<file path="src/rtl/crc_seq_ctrl_if.sv">
// crc_seq_ctrl_if
// Groups the host-interface handshake and the CRC datapath control lines of
// the byte-serial CRC sequencing controller.
//   master : host interface / bench side. It drives the write, size, init and
//            reset-chain requests and observes the stall and datapath controls.
//   slave  : the controller itself.
// Signal names follow the CRC host interface naming so that they line up with
// the surrounding AHB CRC block.
interface crc_seq_ctrl_if #(
    parameter int BYTE_CNT_W = 2
);
    logic                  buffer_write_en;
    logic [1:0]            bus_size;
    logic                  crc_init_en;
    logic                  reset_chain;
    logic                  buffer_full;
    logic                  read_wait;
    logic                  reset_pending;
    logic                  load_word;
    logic [BYTE_CNT_W-1:0] byte_sel;
    logic                  crc_calc_en;
    logic                  crc_init_load;
    logic                  busy;

    modport master (
        output buffer_write_en, bus_size, crc_init_en, reset_chain,
        input  buffer_full, read_wait, reset_pending, load_word,
               byte_sel, crc_calc_en, crc_init_load, busy
    );

    modport slave (
        input  buffer_write_en, bus_size, crc_init_en, reset_chain,
        output buffer_full, read_wait, reset_pending, load_word,
               byte_sel, crc_calc_en, crc_init_load, busy
    );
endinterface

</file>
<file path="src/rtl/crc_seq_ctrl.sv">
// crc_seq_ctrl
// Sequencing controller for the byte-serial CRC engine. It holds one pending
// CRC_DR word and feeds it to the datapath one byte per cycle (LSB lane first)
// according to the captured bus size. It also orders CRC_INIT reloads and
// reset_chain requests against data in flight, and produces the host stall
// flags.
// Ports:
//   HCLK    : clock
//   HRESET  : synchronous active-high reset
//   bus     : crc_seq_ctrl_if.slave
//             inputs  buffer_write_en, bus_size, crc_init_en, reset_chain
//             outputs buffer_full, read_wait, reset_pending, load_word,
//                     byte_sel, crc_calc_en, crc_init_load, busy
// Every output is a flop. Its next value is decoded from the next register
// state, so the outputs match a decode of the current registers and there is
// no path from an input to an output.
module crc_seq_ctrl #(
    parameter int BYTE_CNT_W = 2
) (
    input  logic           HCLK,
    input  logic           HRESET,
    crc_seq_ctrl_if.slave  bus
);

    typedef enum logic [1:0] {
        ST_IDLE = 2'd0,
        ST_CALC = 2'd1,
        ST_INIT = 2'd2
    } state_e;

    state_e                state_q, state_d;
    logic                  buf_vld_q, buf_vld_d;
    logic [1:0]            buf_size_q, buf_size_d;
    logic [BYTE_CNT_W-1:0] byte_cnt_q, byte_cnt_d;
    logic [BYTE_CNT_W-1:0] last_cnt_q, last_cnt_d;
    logic                  pend_init_q, pend_init_d;
    logic                  pend_rst_q, pend_rst_d;

    logic                  buffer_full_q, buffer_full_d;
    logic                  read_wait_q, read_wait_d;
    logic                  reset_pending_q, reset_pending_d;
    logic                  load_word_q, load_word_d;
    logic [BYTE_CNT_W-1:0] byte_sel_q, byte_sel_d;
    logic                  crc_calc_en_q, crc_calc_en_d;
    logic                  crc_init_load_q, crc_init_load_d;
    logic                  busy_q, busy_d;

    logic                  wr_acc;

    // Index of the last byte lane for a given bus size (size 11 is a word).
    function automatic logic [BYTE_CNT_W-1:0] last_of(input logic [1:0] size);
        logic [BYTE_CNT_W-1:0] res;
        case (size)
            2'b00:   res = {BYTE_CNT_W{1'b0}};
            2'b01:   res = BYTE_CNT_W'(1);
            default: res = {BYTE_CNT_W{1'b1}};
        endcase
        return res;
    endfunction

    // Next-state sequencing plus decode of the next output values.
    always_comb begin
        state_d     = state_q;
        buf_vld_d   = buf_vld_q;
        buf_size_d  = buf_size_q;
        byte_cnt_d  = byte_cnt_q;
        last_cnt_d  = last_cnt_q;
        pend_init_d = pend_init_q;
        pend_rst_d  = pend_rst_q;

        // buffer_full_q is the registered flag seen by the host this cycle.
        // A write in the same cycle as reset_chain is dropped.
        wr_acc = bus.buffer_write_en & ~buffer_full_q & ~bus.reset_chain;

        case (state_q)
            ST_IDLE: begin
                if (pend_rst_q || pend_init_q) begin
                    state_d = ST_INIT;
                end else if (buf_vld_q) begin
                    buf_vld_d  = 1'b0;
                    byte_cnt_d = {BYTE_CNT_W{1'b0}};
                    last_cnt_d = last_of(buf_size_q);
                    state_d    = ST_CALC;
                end else begin
                    state_d = ST_IDLE;
                end
            end
            ST_CALC: begin
                if (byte_cnt_q == last_cnt_q) begin
                    if (buf_vld_q) begin
                        // Chain straight into the next word with no bubble.
                        buf_vld_d  = 1'b0;
                        byte_cnt_d = {BYTE_CNT_W{1'b0}};
                        last_cnt_d = last_of(buf_size_q);
                        state_d    = ST_CALC;
                    end else if (pend_init_q) begin
                        state_d = ST_INIT;
                    end else begin
                        state_d = ST_IDLE;
                    end
                end else begin
                    byte_cnt_d = byte_cnt_q + BYTE_CNT_W'(1);
                end
            end
            ST_INIT: begin
                pend_init_d = 1'b0;
                pend_rst_d  = 1'b0;
                state_d     = ST_IDLE;
            end
            default: begin
                state_d = ST_IDLE;
            end
        endcase

        if (wr_acc) begin
            buf_vld_d  = 1'b1;
            buf_size_d = bus.bus_size;
        end else begin
            buf_size_d = buf_size_d;
        end

        // A request that arrives during the INIT cycle stays pending and is
        // served by a further INIT cycle.
        if (bus.crc_init_en) begin
            pend_init_d = 1'b1;
        end else begin
            pend_init_d = pend_init_d;
        end

        // reset_chain has priority. It drops the buffered word and aborts
        // any byte stream or pending load straight into INIT.
        if (bus.reset_chain) begin
            pend_rst_d = 1'b1;
            buf_vld_d  = 1'b0;
            if (state_q != ST_INIT) begin
                state_d = ST_INIT;
            end else begin
                state_d = ST_IDLE;
            end
        end else begin
            pend_rst_d = pend_rst_d;
        end

        reset_pending_d = pend_init_d | pend_rst_d;
        buffer_full_d   = buf_vld_d | reset_pending_d;
        busy_d          = (state_d != ST_IDLE);
        read_wait_d     = buf_vld_d | busy_d | reset_pending_d;
        crc_calc_en_d   = (state_d == ST_CALC);
        crc_init_load_d = (state_d == ST_INIT);
        byte_sel_d      = crc_calc_en_d ? byte_cnt_d : {BYTE_CNT_W{1'b0}};
        load_word_d     = ((state_d == ST_IDLE) & buf_vld_d & ~reset_pending_d) |
                          ((state_d == ST_CALC) & buf_vld_d & (byte_cnt_d == last_cnt_d));
    end

    // State, counter, flag and output registers with synchronous reset.
    always_ff @(posedge HCLK) begin
        if (HRESET) begin
            state_q         <= ST_IDLE;
            buf_vld_q       <= 1'b0;
            buf_size_q      <= 2'b00;
            byte_cnt_q      <= {BYTE_CNT_W{1'b0}};
            last_cnt_q      <= {BYTE_CNT_W{1'b0}};
            pend_init_q     <= 1'b0;
            pend_rst_q      <= 1'b0;
            buffer_full_q   <= 1'b0;
            read_wait_q     <= 1'b0;
            reset_pending_q <= 1'b0;
            load_word_q     <= 1'b0;
            byte_sel_q      <= {BYTE_CNT_W{1'b0}};
            crc_calc_en_q   <= 1'b0;
            crc_init_load_q <= 1'b0;
            busy_q          <= 1'b0;
        end else begin
            state_q         <= state_d;
            buf_vld_q       <= buf_vld_d;
            buf_size_q      <= buf_size_d;
            byte_cnt_q      <= byte_cnt_d;
            last_cnt_q      <= last_cnt_d;
            pend_init_q     <= pend_init_d;
            pend_rst_q      <= pend_rst_d;
            buffer_full_q   <= buffer_full_d;
            read_wait_q     <= read_wait_d;
            reset_pending_q <= reset_pending_d;
            load_word_q     <= load_word_d;
            byte_sel_q      <= byte_sel_d;
            crc_calc_en_q   <= crc_calc_en_d;
            crc_init_load_q <= crc_init_load_d;
            busy_q          <= busy_d;
        end
    end

    assign bus.buffer_full   = buffer_full_q;
    assign bus.read_wait     = read_wait_q;
    assign bus.reset_pending = reset_pending_q;
    assign bus.load_word     = load_word_q;
    assign bus.byte_sel      = byte_sel_q;
    assign bus.crc_calc_en   = crc_calc_en_q;
    assign bus.crc_init_load = crc_init_load_q;
    assign bus.busy          = busy_q;

endmodule

</file>
<file path="src/flat_wrapper.sv">
// flat-port wrapper written by rule: the top's interface ports become plain ports
module crc_seq_ctrl_flat 
#(
    parameter int BYTE_CNT_W = 2
)
  (HCLK, HRESET, bus_buffer_write_en, bus_bus_size, bus_crc_init_en, bus_reset_chain, bus_buffer_full, bus_read_wait, bus_reset_pending, bus_load_word, bus_byte_sel, bus_crc_calc_en, bus_crc_init_load, bus_busy);
  crc_seq_ctrl_if #(.BYTE_CNT_W(BYTE_CNT_W)) bus_i ();
  input  logic HCLK;
  input  logic HRESET;
  input wire logic [$bits(bus_i.buffer_write_en)-1:0] bus_buffer_write_en;
  input wire logic [$bits(bus_i.bus_size)-1:0] bus_bus_size;
  input wire logic [$bits(bus_i.crc_init_en)-1:0] bus_crc_init_en;
  input wire logic [$bits(bus_i.reset_chain)-1:0] bus_reset_chain;
  output wire logic [$bits(bus_i.buffer_full)-1:0] bus_buffer_full;
  output wire logic [$bits(bus_i.read_wait)-1:0] bus_read_wait;
  output wire logic [$bits(bus_i.reset_pending)-1:0] bus_reset_pending;
  output wire logic [$bits(bus_i.load_word)-1:0] bus_load_word;
  output wire logic [$bits(bus_i.byte_sel)-1:0] bus_byte_sel;
  output wire logic [$bits(bus_i.crc_calc_en)-1:0] bus_crc_calc_en;
  output wire logic [$bits(bus_i.crc_init_load)-1:0] bus_crc_init_load;
  output wire logic [$bits(bus_i.busy)-1:0] bus_busy;
  assign bus_i.buffer_write_en = bus_buffer_write_en;
  assign bus_i.bus_size = bus_bus_size;
  assign bus_i.crc_init_en = bus_crc_init_en;
  assign bus_i.reset_chain = bus_reset_chain;
  assign bus_buffer_full = bus_i.buffer_full;
  assign bus_read_wait = bus_i.read_wait;
  assign bus_reset_pending = bus_i.reset_pending;
  assign bus_load_word = bus_i.load_word;
  assign bus_byte_sel = bus_i.byte_sel;
  assign bus_crc_calc_en = bus_i.crc_calc_en;
  assign bus_crc_init_load = bus_i.crc_init_load;
  assign bus_busy = bus_i.busy;
  crc_seq_ctrl #(.BYTE_CNT_W(BYTE_CNT_W)) u_core (.HCLK(HCLK), .HRESET(HRESET), .bus(bus_i));
endmodule
</file>
<file path="config.mk">
export PLATFORM = sky130hd
export DESIGN_NAME = crc_seq_ctrl_flat
export DESIGN_NICKNAME = d
export VERILOG_FILES = /design/src/rtl/crc_seq_ctrl_if.sv /design/src/rtl/crc_seq_ctrl.sv /design/src/flat_wrapper.sv
export SDC_FILE = /design/constraint.sdc
export NUM_CORES = 1
export LEC_CHECK = 0
export BUFFER_PORTS_ARGS = -buffer_cell sky130_fd_sc_hd__buf_4
export CAP_MARGIN = 30
export CELL_PAD_IN_SITES_DETAIL_PLACEMENT = 1
export CELL_PAD_IN_SITES_GLOBAL_PLACEMENT = 1
export CORE_UTILIZATION = 42
export DETAILED_ROUTE_END_ITERATION = 7
export HOLD_SLACK_MARGIN = 0.05
export PLACE_DENSITY = 0.76
export SLEW_MARGIN = 20
export SYNTH_ARGS = -nofsm -noshare
export SYNTH_HDL_FRONTEND = slang
export SYNTH_SLANG_ARGS = --single-unit
</file>
<file path="constraint.sdc">
create_clock -name HCLK -period 3.85 [get_ports HCLK]
set_clock_uncertainty 0.15 [all_clocks]
set_input_delay 0.1925 -clock HCLK [delete_from_list [all_inputs] [get_ports HCLK]]
set_output_delay 0.1925 -clock HCLK [all_outputs]
set_load 0.01 [all_outputs]
</file>
==> impl_metrics.json <==
{
  "required_ps": 3930,
  "initial_core_util": 0.447,
  "grt_max_degree": 13,
  "multi_input_area_um2": 444,
  "ys_warn_count": 0,
  "grt_pass1_wl_um": 3460,
  "fin_setup_tns_ps": 0,
  "synth_cell_types": 33,
  "gp_congestion": 0.867,
  "layout_setup_ws_ps": 1830,
  "via_count": 784,
  "synthFlopType": "dfxtp_1",
  "crit_type": "reg2reg",
  "synth_seq_cells": 20,
  "slew_headroom": 0.733,
  "avgSynthCellArea_um2": 8.94,
  "ff2ff_setup_slack_ps": 1830,
  "sw_frac_of_total": 0.220,
  "cts_resized": 0,
  "synth-seq-area-share": 0.462,
  "status": "completed",
  "n_fill_cell": 245,
  "netlist_area_um2": 867,
  "core_um2": 1940,
  "p_int_uw": 349,
  "clock-root-buffer": "clkbuf_4",
  "fmax_mhz": 494,
  "synth_nets": 104,
  "insertion_delay_ps": 300,
  "cts_buffers": 3,
  "die_h_um": 47.4,
  "min_period_ps": 2020,
  "ant_nets": 0,
  "grt_antenna_before_repair": 0,
  "cts_setup_buffers": 0,
  "slew_violations": 0,
  "final_common_cell": "dfxtp_1",
  "wl_per_cell_um": 15.0,
  "reg2reg_depth": 5,
  "route.detailed.drc": 0,
  "port_buffers": 15,
  "p_leak_uw": 0.000516,
  "final_cell_mix": "20 x dfxtp_1, 17 x nor2_1, 15 x buf_4",
  "synthCells": 97,
  "synth-edff-count": 0,
  "clk_pin_slew_worst_paths_ps": 120,
  "rows": 16,
  "drt-pass1-iter-count": 4,
  "r2r-end": "u_core.bus.load_word",
  "hp-class": "in2reg",
  "ff_latch_area_um2": 400,
  "power.share.combinational": 0.117,
  "cts_tree": "yes",
  "ctsHoldBuffers": 8,
  "grt_remaining_overflow": 0,
  "drive_above_1_share": 0.230,
  "seqPwrFrac": 0.498,
  "cts_buffer_depth": 2,
  "peakVddDrop_mv": 0.283,
  "crit_path_end_kind": "flip-flop",
  "setup_viol": 0,
  "hpwl_um": 1550,
  "drt_iter0_drc": 6,
  "htreeDepth": 1,
  "critPathLaunchType": "flip-flop",
  "grt_pass1_vias": 764,
  "clkPwrFrac": 0.385,
  "p_switching_uw": 98.3,
  "power_uw": 447,
  "place_ws_ps": 1840,
  "cellPowerDensity_nw_per_um2": 393,
  "fp.dieW_um": 47.4,
  "worst-slew-pin-transition_ps": 396,
  "dieArea_um2": 2250,
  "path_max_fanout": 9,
  "rsz0062_at_grt": "false",
  "nets": 130,
  "vias_per_cell": 5.26,
  "ios": 16,
  "maxCapViolCount": 0,
  "diodes": 0,
  "crit_end": "u_core.bus.load_word",
  "hold_viol": 0,
  "wirelength_um": 2230,
  "timing.rr.start": "u_core.state_q[1]",
  "crit_start": "u_core.state_q[1]",
  "worstPathArrival_ps": 2100,
  "syn_to_final_growth_pct": 31.3,
  "async_flop_share": 0,
  "fin_crit_sh": 0.526,
  "grt.total_usage": 0.232,
  "cts.sinks": 20
}
==> flip-flops by register name, indices dropped and copies added (netlist names) <==
signal	count
u_core.buf_size_q	2
u_core.bus.byte_sel	2
u_core.byte_cnt_q	2
u_core.last_cnt_q	2
u_core.state_q	2
u_core.buf_vld_q	1
u_core.bus.buffer_full	1
u_core.bus.busy	1
u_core.bus.crc_calc_en	1
u_core.bus.crc_init_load	1
u_core.bus.load_word	1
u_core.bus.read_wait	1
u_core.bus.reset_pending	1
u_core.pend_init_q	1
u_core.pend_rst_q	1
==> Yosys cell counts, types with 2 or more instances <==
cell type,count,area (µm²)
mux2i_1,2,20.0
or3_1,2,12.5
nand3b_1,2,15.0
nand2_1,4,15.0
clkbuf_1,2,7.51
xnor2_2,2,32.5
nand3_1,2,10.0
xor2_1,2,17.5
nor3_1,4,20.0
or2_2,2,12.5
inv_1,4,15.0
a21boi_1,2,15.0
a31oi_1,2,12.5
a21oi_1,8,40.0
dfxtp_1,20,400
nor2_1,17,63.8
o21ai_0,3,15.0
nor2b_1,2,12.5
==> worst min-delay path by stage <==
stage / startpoint / endpoint / slack (ps) / cells after the start
global route: bus_reset_chain / u_core.bus.crc_init_load / 110 / 3
CTS: bus_reset_chain / u_core.bus.crc_init_load / 90 / 3
floorplan: bus_crc_init_en / u_core.pend_init_q / 160 / 2
global placement: bus_crc_init_en / u_core.pend_init_q / 260 / 3
detailed placement: bus_crc_init_en / u_core.pend_init_q / 280 / 3
finish: bus_reset_chain / u_core.bus.crc_init_load / 120 / 3
==> layout make-up <==
class | count | area share
Inverter | 4 | 0.0132
Timing Repair Buffer | 23 | 0.169
Multi-Input combinational cell | 71 | 0.390
Sequential cell | 20 | 0.352
Tap cell | 27 | 0.0297
Clock inverter | 1 | 0.0264
Clock buffer | 3 | 0.0198
==> through the flow <==
step / hold slack, ps / std cells / area (µm²) / util
after floorplan: 160 / 97 / 867 / -
after global placement: 264 / 137 / 1010 / 0.518
after detailed placement: 275 / 137 / 1010 / 0.518
after CTS: 92.7 / 149 / 1140 / 0.586
after global routing: 109 / 149 / 1140 / 0.586
final: 115 / 149 / 1140 / 0.586
==> per-layer routing <==
metal | wire length, µm | GRT usage
met4 | 73 | 0.109
met5 | 0 | 0
met1 | 1000 | 0.276
met2 | 1040 | 0.370
met3 | 112 | 0.0868
==> worst max-delay path, cell delays in order (launching register included) <==
cell      delay [ps]
dfxtp_1          460
nand3b_1         260
a21boi_1         110
or4_4            580
xor2_1           160
o31ai_1          240
==> cells by family after synthesis <==
kind of cell,after synthesis,share of synthesized area
AOI/OAI and AO/OA,21,0.165
and+or+nand+nor,44,0.267
muxes,2,0.0231
xor gates and xnor gates,4,0.0577
buffers and inverters,6,0.0260
DFF,20,0.462
==> power groups by stage <==
stage | sequential [µW] | combinational (µW) | clock (µW)
after floorplan | 228 | 23.5 | 0
after global placement | 227 | 43.7 | 0
after detailed placement | 227 | 44.7 | 0
after CTS | 223 | 51.3 | 177
after global routing | 225 | 56.7 | 187
final | 223 | 52.5 | 172
No activity file was read; power rests on OpenSTA's default activity.
